--- src/rtl/vtg_pkg.sv ---
// Shared encodings for video_timing_gen: pattern modes, FSM states and colour-bar palette.
package vtg_pkg;

    typedef enum logic [1:0] {
        MODE_BARS  = 2'b00,
        MODE_SOLID = 2'b01,
        MODE_GRID  = 2'b10,
        MODE_CHECK = 2'b11
    } vtg_mode_e;

    localparam logic [1:0] ST_IDLE  = 2'd0;
    localparam logic [1:0] ST_RUN   = 2'd1;
    localparam logic [1:0] ST_DRAIN = 2'd2;

    localparam logic [23:0] BAR_WHITE   = 24'hFFFFFF;
    localparam logic [23:0] BAR_YELLOW  = 24'hFFFF00;
    localparam logic [23:0] BAR_CYAN    = 24'h00FFFF;
    localparam logic [23:0] BAR_GREEN   = 24'h00FF00;
    localparam logic [23:0] BAR_MAGENTA = 24'hFF00FF;
    localparam logic [23:0] BAR_RED     = 24'hFF0000;
    localparam logic [23:0] BAR_BLUE    = 24'h0000FF;
    localparam logic [23:0] BAR_BLACK   = 24'h000000;

    function automatic logic [23:0] bar_color(input logic [2:0] idx);
        logic [23:0] c;
        c = BAR_BLACK;
        case (idx)
            3'd0:    c = BAR_WHITE;
            3'd1:    c = BAR_YELLOW;
            3'd2:    c = BAR_CYAN;
            3'd3:    c = BAR_GREEN;
            3'd4:    c = BAR_MAGENTA;
            3'd5:    c = BAR_RED;
            3'd6:    c = BAR_BLUE;
            default: c = BAR_BLACK;
        endcase
        return c;
    endfunction

endpackage

--- src/rtl/vtg_pattern.sv ---
// Registered pixel-colour generator; only the low coordinate bits matter to the grid/checker patterns.
module vtg_pattern
    import vtg_pkg::*;
(
    input  logic        pre_clk,
    input  logic        rst,
    input  logic        de,
    input  logic [6:0]  x,
    input  logic [6:0]  y,
    input  logic [2:0]  bar_idx,
    input  vtg_mode_e   mode,
    input  logic [23:0] color,
    output logic [23:0] data
);

    logic [23:0] pix;

    always_comb begin
        pix = BAR_BLACK;
        case (mode)
            MODE_BARS:  pix = bar_color(bar_idx);
            MODE_SOLID: pix = color;
            MODE_GRID:  pix = (x[5:0] == 6'd0 || y[5:0] == 6'd0) ? BAR_WHITE : color;
            MODE_CHECK: pix = (x[6] ^ y[6]) ? color : BAR_BLACK;
            default:    pix = BAR_BLACK;
        endcase
    end

    always_ff @(posedge pre_clk or posedge rst) begin
        if (rst) begin
            data <= 24'h0;
        end else begin
            data <= de ? pix : 24'h0;
        end
    end

endmodule

--- src/rtl/video_timing_gen.sv ---
// Raster timing + test-pattern source. Define VTG_FRAME_CNT_EN to add the 16-bit frame_cnt output.
//   state | meaning
//   IDLE  | counters held at 0, outputs 0
//   RUN   | free-running raster
//   DRAIN | raster finishes current frame, then IDLE unless EN returns
module video_timing_gen
    import vtg_pkg::*;
#(
    parameter logic [11:0] H_DISP = 12'd1280,
    parameter logic [11:0] H_FP   = 12'd110,
    parameter logic [11:0] H_SYNC = 12'd40,
    parameter logic [11:0] H_BP   = 12'd220,
    parameter logic [11:0] V_DISP = 12'd720,
    parameter logic [11:0] V_FP   = 12'd5,
    parameter logic [11:0] V_SYNC = 12'd5,
    parameter logic [11:0] V_BP   = 12'd20
) (
    input  logic        pre_clk,
    input  logic        rst,
    input  logic        EN,
    input  logic [1:0]  mode,
    input  logic [23:0] color,
    output logic        post_clk,
    output logic        post_vs,
    output logic        post_hs,
    output logic        post_de,
    output logic [23:0] post_data,
    output logic        frame_start
`ifdef VTG_FRAME_CNT_EN
    ,
    output logic [15:0] frame_cnt
`endif
);

    localparam logic [11:0] H_TOTAL  = H_DISP + H_FP + H_SYNC + H_BP;
    localparam logic [11:0] V_TOTAL  = V_DISP + V_FP + V_SYNC + V_BP;
    localparam logic [11:0] H_SYNC_S = H_DISP + H_FP;
    localparam logic [11:0] H_SYNC_E = H_SYNC_S + H_SYNC;
    localparam logic [11:0] V_SYNC_S = V_DISP + V_FP;
    localparam logic [11:0] V_SYNC_E = V_SYNC_S + V_SYNC;
    localparam logic [11:0] BAR_W    = H_DISP >> 3;

    logic [1:0]  state, state_nxt;
    logic [11:0] h_cnt, v_cnt;
    logic [11:0] bar_sub;
    logic [2:0]  bar_idx;
    vtg_mode_e   mode_q;
    logic [23:0] color_q;
    logic        active, h_last, frame_last, de_c, latch_cfg;

    assign post_clk   = pre_clk;
    assign active     = (state != ST_IDLE);
    assign h_last     = (h_cnt == H_TOTAL - 12'd1);
    assign frame_last = h_last && (v_cnt == V_TOTAL - 12'd1);
    assign de_c       = active && (h_cnt < H_DISP) && (v_cnt < V_DISP);
    assign latch_cfg  = (state == ST_IDLE && EN) || (active && frame_last);

    always_comb begin
        state_nxt = state;
        case (state)
            ST_IDLE:  if (EN) state_nxt = ST_RUN;
            ST_RUN:   if (!EN) state_nxt = ST_DRAIN;
            ST_DRAIN: begin
                if (EN)              state_nxt = ST_RUN;
                else if (frame_last) state_nxt = ST_IDLE;
            end
            default:  state_nxt = ST_IDLE;
        endcase
    end

    always_ff @(posedge pre_clk or posedge rst) begin
        if (rst) begin
            state   <= ST_IDLE;
            h_cnt   <= 12'd0;
            v_cnt   <= 12'd0;
            bar_sub <= 12'd0;
            bar_idx <= 3'd0;
        end else begin
            state <= state_nxt;
            if (!active) begin
                h_cnt <= 12'd0;
                v_cnt <= 12'd0;
            end else begin
                h_cnt <= h_last ? 12'd0 : h_cnt + 12'd1;
                if (h_last) v_cnt <= (v_cnt == V_TOTAL - 12'd1) ? 12'd0 : v_cnt + 12'd1;
            end
            // bar index tracks h_cnt / BAR_W without a divider
            if (!active || h_last) begin
                bar_sub <= 12'd0;
                bar_idx <= 3'd0;
            end else if (h_cnt < H_DISP) begin
                if (bar_sub == BAR_W - 12'd1) begin
                    bar_sub <= 12'd0;
                    bar_idx <= bar_idx + 3'd1;
                end else begin
                    bar_sub <= bar_sub + 12'd1;
                end
            end
        end
    end

    always_ff @(posedge pre_clk or posedge rst) begin
        if (rst) begin
            mode_q  <= MODE_BARS;
            color_q <= 24'h0;
        end else if (latch_cfg) begin
            mode_q  <= vtg_mode_e'(mode);
            color_q <= color;
        end
    end

    always_ff @(posedge pre_clk or posedge rst) begin
        if (rst) begin
            post_de     <= 1'b0;
            post_hs     <= 1'b0;
            post_vs     <= 1'b0;
            frame_start <= 1'b0;
        end else begin
            post_de     <= de_c;
            post_hs     <= active && (h_cnt >= H_SYNC_S) && (h_cnt < H_SYNC_E);
            post_vs     <= active && (v_cnt >= V_SYNC_S) && (v_cnt < V_SYNC_E);
            frame_start <= active && (h_cnt == 12'd0) && (v_cnt == 12'd0);
        end
    end

`ifdef VTG_FRAME_CNT_EN
    always_ff @(posedge pre_clk or posedge rst) begin
        if (rst) begin
            frame_cnt <= 16'd0;
        end else if (active && h_cnt == 12'd0 && v_cnt == 12'd0) begin
            frame_cnt <= frame_cnt + 16'd1;
        end
    end
`endif

    vtg_pattern u_pattern (
        .pre_clk (pre_clk),
        .rst     (rst),
        .de      (de_c),
        .x       (h_cnt[6:0]),
        .y       (v_cnt[6:0]),
        .bar_idx (bar_idx),
        .mode    (mode_q),
        .color   (color_q),
        .data    (post_data)
    );

endmodule
--- config.mk ---
export PLATFORM = sky130hd
export DESIGN_NAME = video_timing_gen
export DESIGN_NICKNAME = d
export VERILOG_FILES = /design/src/rtl/vtg_pkg.sv /design/src/rtl/vtg_pattern.sv /design/src/rtl/video_timing_gen.sv
export SDC_FILE = /design/constraint.sdc
export NUM_CORES = 1
export LEC_CHECK = 0
export ABC_AREA = 1
export BUFFER_PORTS_ARGS = -buffer_cell sky130_fd_sc_hd__clkbuf_2
export CAP_MARGIN = 10
export CORE_MARGIN = 1.5
export CORE_UTILIZATION = 45
export DETAILED_ROUTE_END_ITERATION = 16
export PLACE_DENSITY = 0.65
export SLEW_MARGIN = 5
export SYNTH_ARGS = -nofsm -noshare
export SYNTH_HDL_FRONTEND = slang
export SYNTH_SLANG_ARGS = --single-unit
--- constraint.sdc ---
create_clock -name pre_clk -period 9.35 [get_ports pre_clk]
set_input_delay 2.3375 -clock pre_clk [delete_from_list [all_inputs] [get_ports pre_clk]]
set_output_delay 2.3375 -clock pre_clk [all_outputs]
set_load 0.1 [all_outputs]
### Word-level counts from Yosys, hierarchy flattened

Index checks and enable logic that the tools add are counted.

| storage, ports and cells | value |
|---|---|
| bits in registers | 95 |
| input bits | 29 |
| logic and storage cells | 89 |

| cells by class | value |
|---|---|
| add/sub/neg operators | 4 |
| $lt $le $gt $ge | 6 |
| equal/unequal tests | 18 |
| mux-type cells | 21 |
| bitwise gates (word level) | 1 |
| reduce and logical (&&, ||, !) cells | 27 |

Operator list:

| cell | number |
|---|---|
| $pmux 24 s7 | 1 |
| $mux 12 | 8 |
| $pmux 24 s4 | 1 |
| $mux 24 | 3 |
| $add 12x1->12 const B | 3 |
| $logic_not 12->1 | 2 |
| $lt 12x10->1 const B | 2 |
| $lt 12x11->1 const B | 2 |
| $eq 12x10->1 const B | 1 |
| $eq 12x11->1 const B | 1 |
| $eq 12x8->1 const B | 1 |
| $ge 12x10->1 const B | 1 |
| $ge 12x11->1 const B | 1 |
| $logic_not 6->1 | 2 |
| $logic_and 1x1->1 | 11 |
| $eq 3x3->1 const B | 3 |
| $mux 3 | 3 |
| $mux 2 | 4 |
| $eq 2x2->1 const B | 3 |
| $eq 3x2->1 const B | 2 |
| $pmux 2 s3 | 1 |
| $reduce_bool 2->1 | 3 |
| $eq 2x1->1 const B | 2 |
| $logic_not 2->1 | 2 |
| 11 further kinds | 14 |

### Depth between registers and ports, before layout

| depth | value |
|---|---|
| depth in word-level cells | 5 |
| gate-level depth with buffers | 10 |
| depth with buffers taken out | 9 |

### Modules after synthesis

Synthesis repeated with hierarchy kept, for this count alone.

| second synthesis, totals | value |
|---|---|
| cells, all modules | 602 |
| area, all modules | 4,765.8 µm² |

Modules (own cells, without submodules):

| module | instances | cells an instance | area each (µm²) |
|---|---|---|---|
| video_timing_gen | 1 | 505 | 3,783.6 |
| vtg_pattern | 1 | 97 | 982.2 |

==> metrics.log <==
[metrics] IR Drop Worst-Case VDD: 0.2134 mV
[metrics] logic gate share of total power: 0.403
[metrics] area fraction of the dominant cell type after synthesis: 0.4722
[metrics] Multi-input gate area: 2222 sq um
[metrics] worst clock skew: 13.61 ps
[metrics] share of total power in sequential cells: 0.383
[metrics] post-synthesis instance area: 5035 sq um
[metrics] Worst path most repeated cell: clkbuf_8
[metrics] max-cap violation count: 0
[metrics] Setup crit start: pre_clk
[metrics] final hold violation count: 0
[metrics] cell family contributing the most delay on the critical path: buffers and inverters
[metrics] worst slew margin relative to its limit: 0.2840
[metrics] final standard cell utilization of the core: 0.5051
[metrics] Req. time, crit path: 7010 ps
[metrics] global-route wire length before repair: 18720 um
[metrics] worst slack on hold paths: 478.6 ps
[metrics] share of post-route cells with drive strength above 1: 0.1404
[metrics] core outline area: 10890 sq um
[metrics] largest incremental delay on the critical path: 370 ps
[metrics] number of cells upsized or downsized after cts: 0
[metrics] clock insertion delay at the later pin of the skew report: 380 ps
[metrics] sequential standard cell area: 2377 sq um
[metrics] Avg WL per Cell: 13.39 um
[metrics] Net Sw Frac: 0.5027
[metrics] Detailed Place HPWL: 7683 um
[metrics] list of cells traversed by the critical path: clkbuf_8, clkbuf_8, clkbuf_2
[metrics] Crit Path Class: clock port to output pin
[metrics] worst-case reg-to-reg path depth: 9
[metrics] antenna violation net count after detailed routing: 0
[metrics] flip-flop and latch count after synthesis: 95
[metrics] final WL: 11120 um
[metrics] I/O pin total: 58
[metrics] count of routing violations after the opening detailed-route iteration: 300
[metrics] mean post-synth cell area: 7.867 sq um
[metrics] drt first pass iters: 5
[metrics] TritonCTS clock tree: done
[metrics] gate count after technology mapping: 640
[metrics] worst-path fanout max: 10
[metrics] unrepaired setup endpoints after global routing: no
[metrics] CTS Root Buffer Type: clkbuf_8
[metrics] slew at the pin closest to its max-slew limit: 1074 ps
[metrics] cts bufs inserted: 9
[metrics] total die area: 11830 sq um
[metrics] number of antenna violations at the first check in global routing: 0
[metrics] cell types with the largest area share after synthesis: dfrtp_1 47%, nand2_1 16%, nand4_1 5.0%
[metrics] arrival time worst endpoint: 5400 ps
[metrics] register area share after synthesis: 0.4722
[metrics] fin nets: 727
[metrics] IO Port Bufs: 57
[metrics] number of distinct library cells after synthesis: 33
[metrics] number of antenna repair diodes: 0
[metrics] Worst Setup End Kind: output pin
[metrics] biggest area consumer among synthesized cells: dfrtp_1
[metrics] H-tree depth: 3
[metrics] status: complete, no violations
[metrics] Max stage delay cell, worst path: clkbuf_2
[metrics] buffers inserted during post-CTS setup optimization: 0
[metrics] switching power: 707.5 uW
[metrics] reg-to-reg setup timing slack: 7280 ps
[metrics] end of the worst register-to-register path: color_q[18]$_DFFE_PP0P_
[metrics] maximum number of pins on one net before global-route repair: 72
[metrics] routed via count: 4296
[metrics] ys async rst share: 1.000
[metrics] Clock Pin Slew Worst Setup and Hold Paths: 100 ps
[metrics] worst-case clock buffer depth: 2
[metrics] Starting Density: 0.4624
[metrics] post-synthesis net count: 681
[metrics] final estimated routing congestion in global placement: 0.8658
[metrics] Final Max Slew Viols: 0
[metrics] part of the total power dissipated in the clock network: 0.214
[metrics] number of cell rows: 38
[metrics] path length in cells of the critical path: 3
[metrics] internal power of the cells: 700.0 uW
[metrics] Overall Global Routing Usage: 0.2029
[metrics] Overflow after GRT: 0
[metrics] Final setup violation count: 0
[metrics] origin of the critical flop-to-flop path: h_cnt[1]$_DFF_PP0_
[metrics] vias in the first global route: 3937
[metrics] setup tns final: 0 ps
[metrics] kind of start point of the critical path: clock port
[metrics] EDFF count, synth: 0
[metrics] Buf+Inv Stages, Crit Path: 3
[metrics] # hold bufs at CTS: 0
[metrics] width of the chip: 108.8 um
[metrics] vertical die dimension: 108.8 um
[metrics] number of warnings issued by yosys: 0
[metrics] leakage power: 0.002787 uW
[metrics] number of inserted filler cells in the final layout: 1058
[metrics] Power Density: 255.9 nW/um^2
[metrics] area growth from synthesis to final layout: 9.220%
[metrics] Worst setup endpoint: post_clk
[metrics] type of the most critical hold path: register to register
[metrics] post-detailed-route via-to-cell ratio: 5.170
[metrics] top_reg_cell synth: dfrtp_1
[metrics] DRC violation count after routing: 0
[layout by cell type (no fill, tap or decap), drive strengths merged]
cell type and count:
nor3b 2, nand3b 2, nand4 40, nor2 70, ha 12, xnor2 2, nand3 43, clkinv 1
nor3 13, nand2 215, xor2 5, and2 1, o21ai 14, or2 1, clkbuf 67, buf 2
inv 64, a21oi 33, clkinvlp 3, a31oi 2, dfrtp 95, and3 1, nor4 3
[metrics by stage]
stage	cells	area [sq um]	power (uW)	setup slack [ps]
after global routing	831	5499	1487	1587
final	831	5499	1407	1611
after detailed placement	815	5310	1156	1992
after floorplan	640	5035	1066	2126
after CTS	831	5499	1421	1598
after global placement	815	5310	1146	1992
[flip-flops by register name, indices dropped and copies added (netlist names)]
name and count:
color_q 24, u_pattern.data 24, bar_sub 12, h_cnt 12
v_cnt 12, bar_idx 3, mode_q 2, state 2
frame_start 1, post_de 1, post_hs 1, post_vs 1
[cell type report]
| type | count | area share |
|---|---|---|
| Sequential cell | 95 | 0.4323 |
| Multi-Input combinational cell | 459 | 0.4041 |
| Timing Repair Buffer | 58 | 0.05370 |
| Inverter | 62 | 0.04278 |
| Tap cell | 140 | 0.03185 |
| Clock buffer | 11 | 0.02594 |
| Clock inverter | 6 | 0.009329 |
[routing by layer]
metal,wire length [um],track usage,up-vias
met5,0,0,-
met4,153,0.07425,0
met3,598,0.03885,15
met2,5123,0.3257,122
met1,5246,0.2730,2007
li1,-,-,2152
[cell families after synthesis]
group                    count (synthesis)  share of synthesized area
AO/OA/AOI/OAI                           49                    0.04995
XOR/XNOR                                 7                    0.01218
adder cells (fa/ha/maj)                 12                    0.02982
buffers and inverters                   86                    0.08648
flip-flops                              95                     0.4722
AND/OR/NAND/NOR                        391                     0.3494
[Yosys cell counts, types with 3 or more instances]
master and instances:
dfrtp_1 95, buf_6 4, inv_1 57, buf_4 11, nor2_2 5, a21oi_1 32, xor2_1 5, nor3_1 13
o21ai_0 12, inv_2 5, nand3_1 39, nor2_1 63, nand4_1 40, ha_1 12, nand2_1 211, nor4_1 3
buf_2 6, buf_8 3
[tightest hold or removal path, stage by stage, from the launching register on]
cell and delay, ps:
dfrtp_1 350, nand2_1 50, nand2_1 50
[power by group through the flow]
| stage | Sequential (uW) | Clock [uW] | Combinational [uW] |
|---|---|---|---|
| 3_5_place_dp | 548 | 37.5 | 571 |
| 4_1_cts | 539 | 309 | 572 |
| 2_1_floorplan | 851 | 40.4 | 174 |
| 5_1_grt | 550 | 328 | 609 |
| 3_3_place_gp | 545 | 37.5 | 563 |
| 6_report | 539 | 301 | 568 |
[how the worst min path moves through the flow]
stage                                  from                       to  slack, ps  cells after the start
finish              color_q[17]$_DFFE_PP0P_  color_q[17]$_DFFE_PP0P_        480                      2
global route        color_q[19]$_DFFE_PP0P_  color_q[19]$_DFFE_PP0P_        510                      2
CTS                  color_q[8]$_DFFE_PP0P_   color_q[8]$_DFFE_PP0P_        480                      2
detailed placement  color_q[17]$_DFFE_PP0P_  color_q[17]$_DFFE_PP0P_        460                      2
global placement     color_q[3]$_DFFE_PP0P_   color_q[3]$_DFFE_PP0P_        450                      2
floorplan            color_q[0]$_DFFE_PP0P_   color_q[0]$_DFFE_PP0P_        440                      2
(Power assumes the default switching activity.)
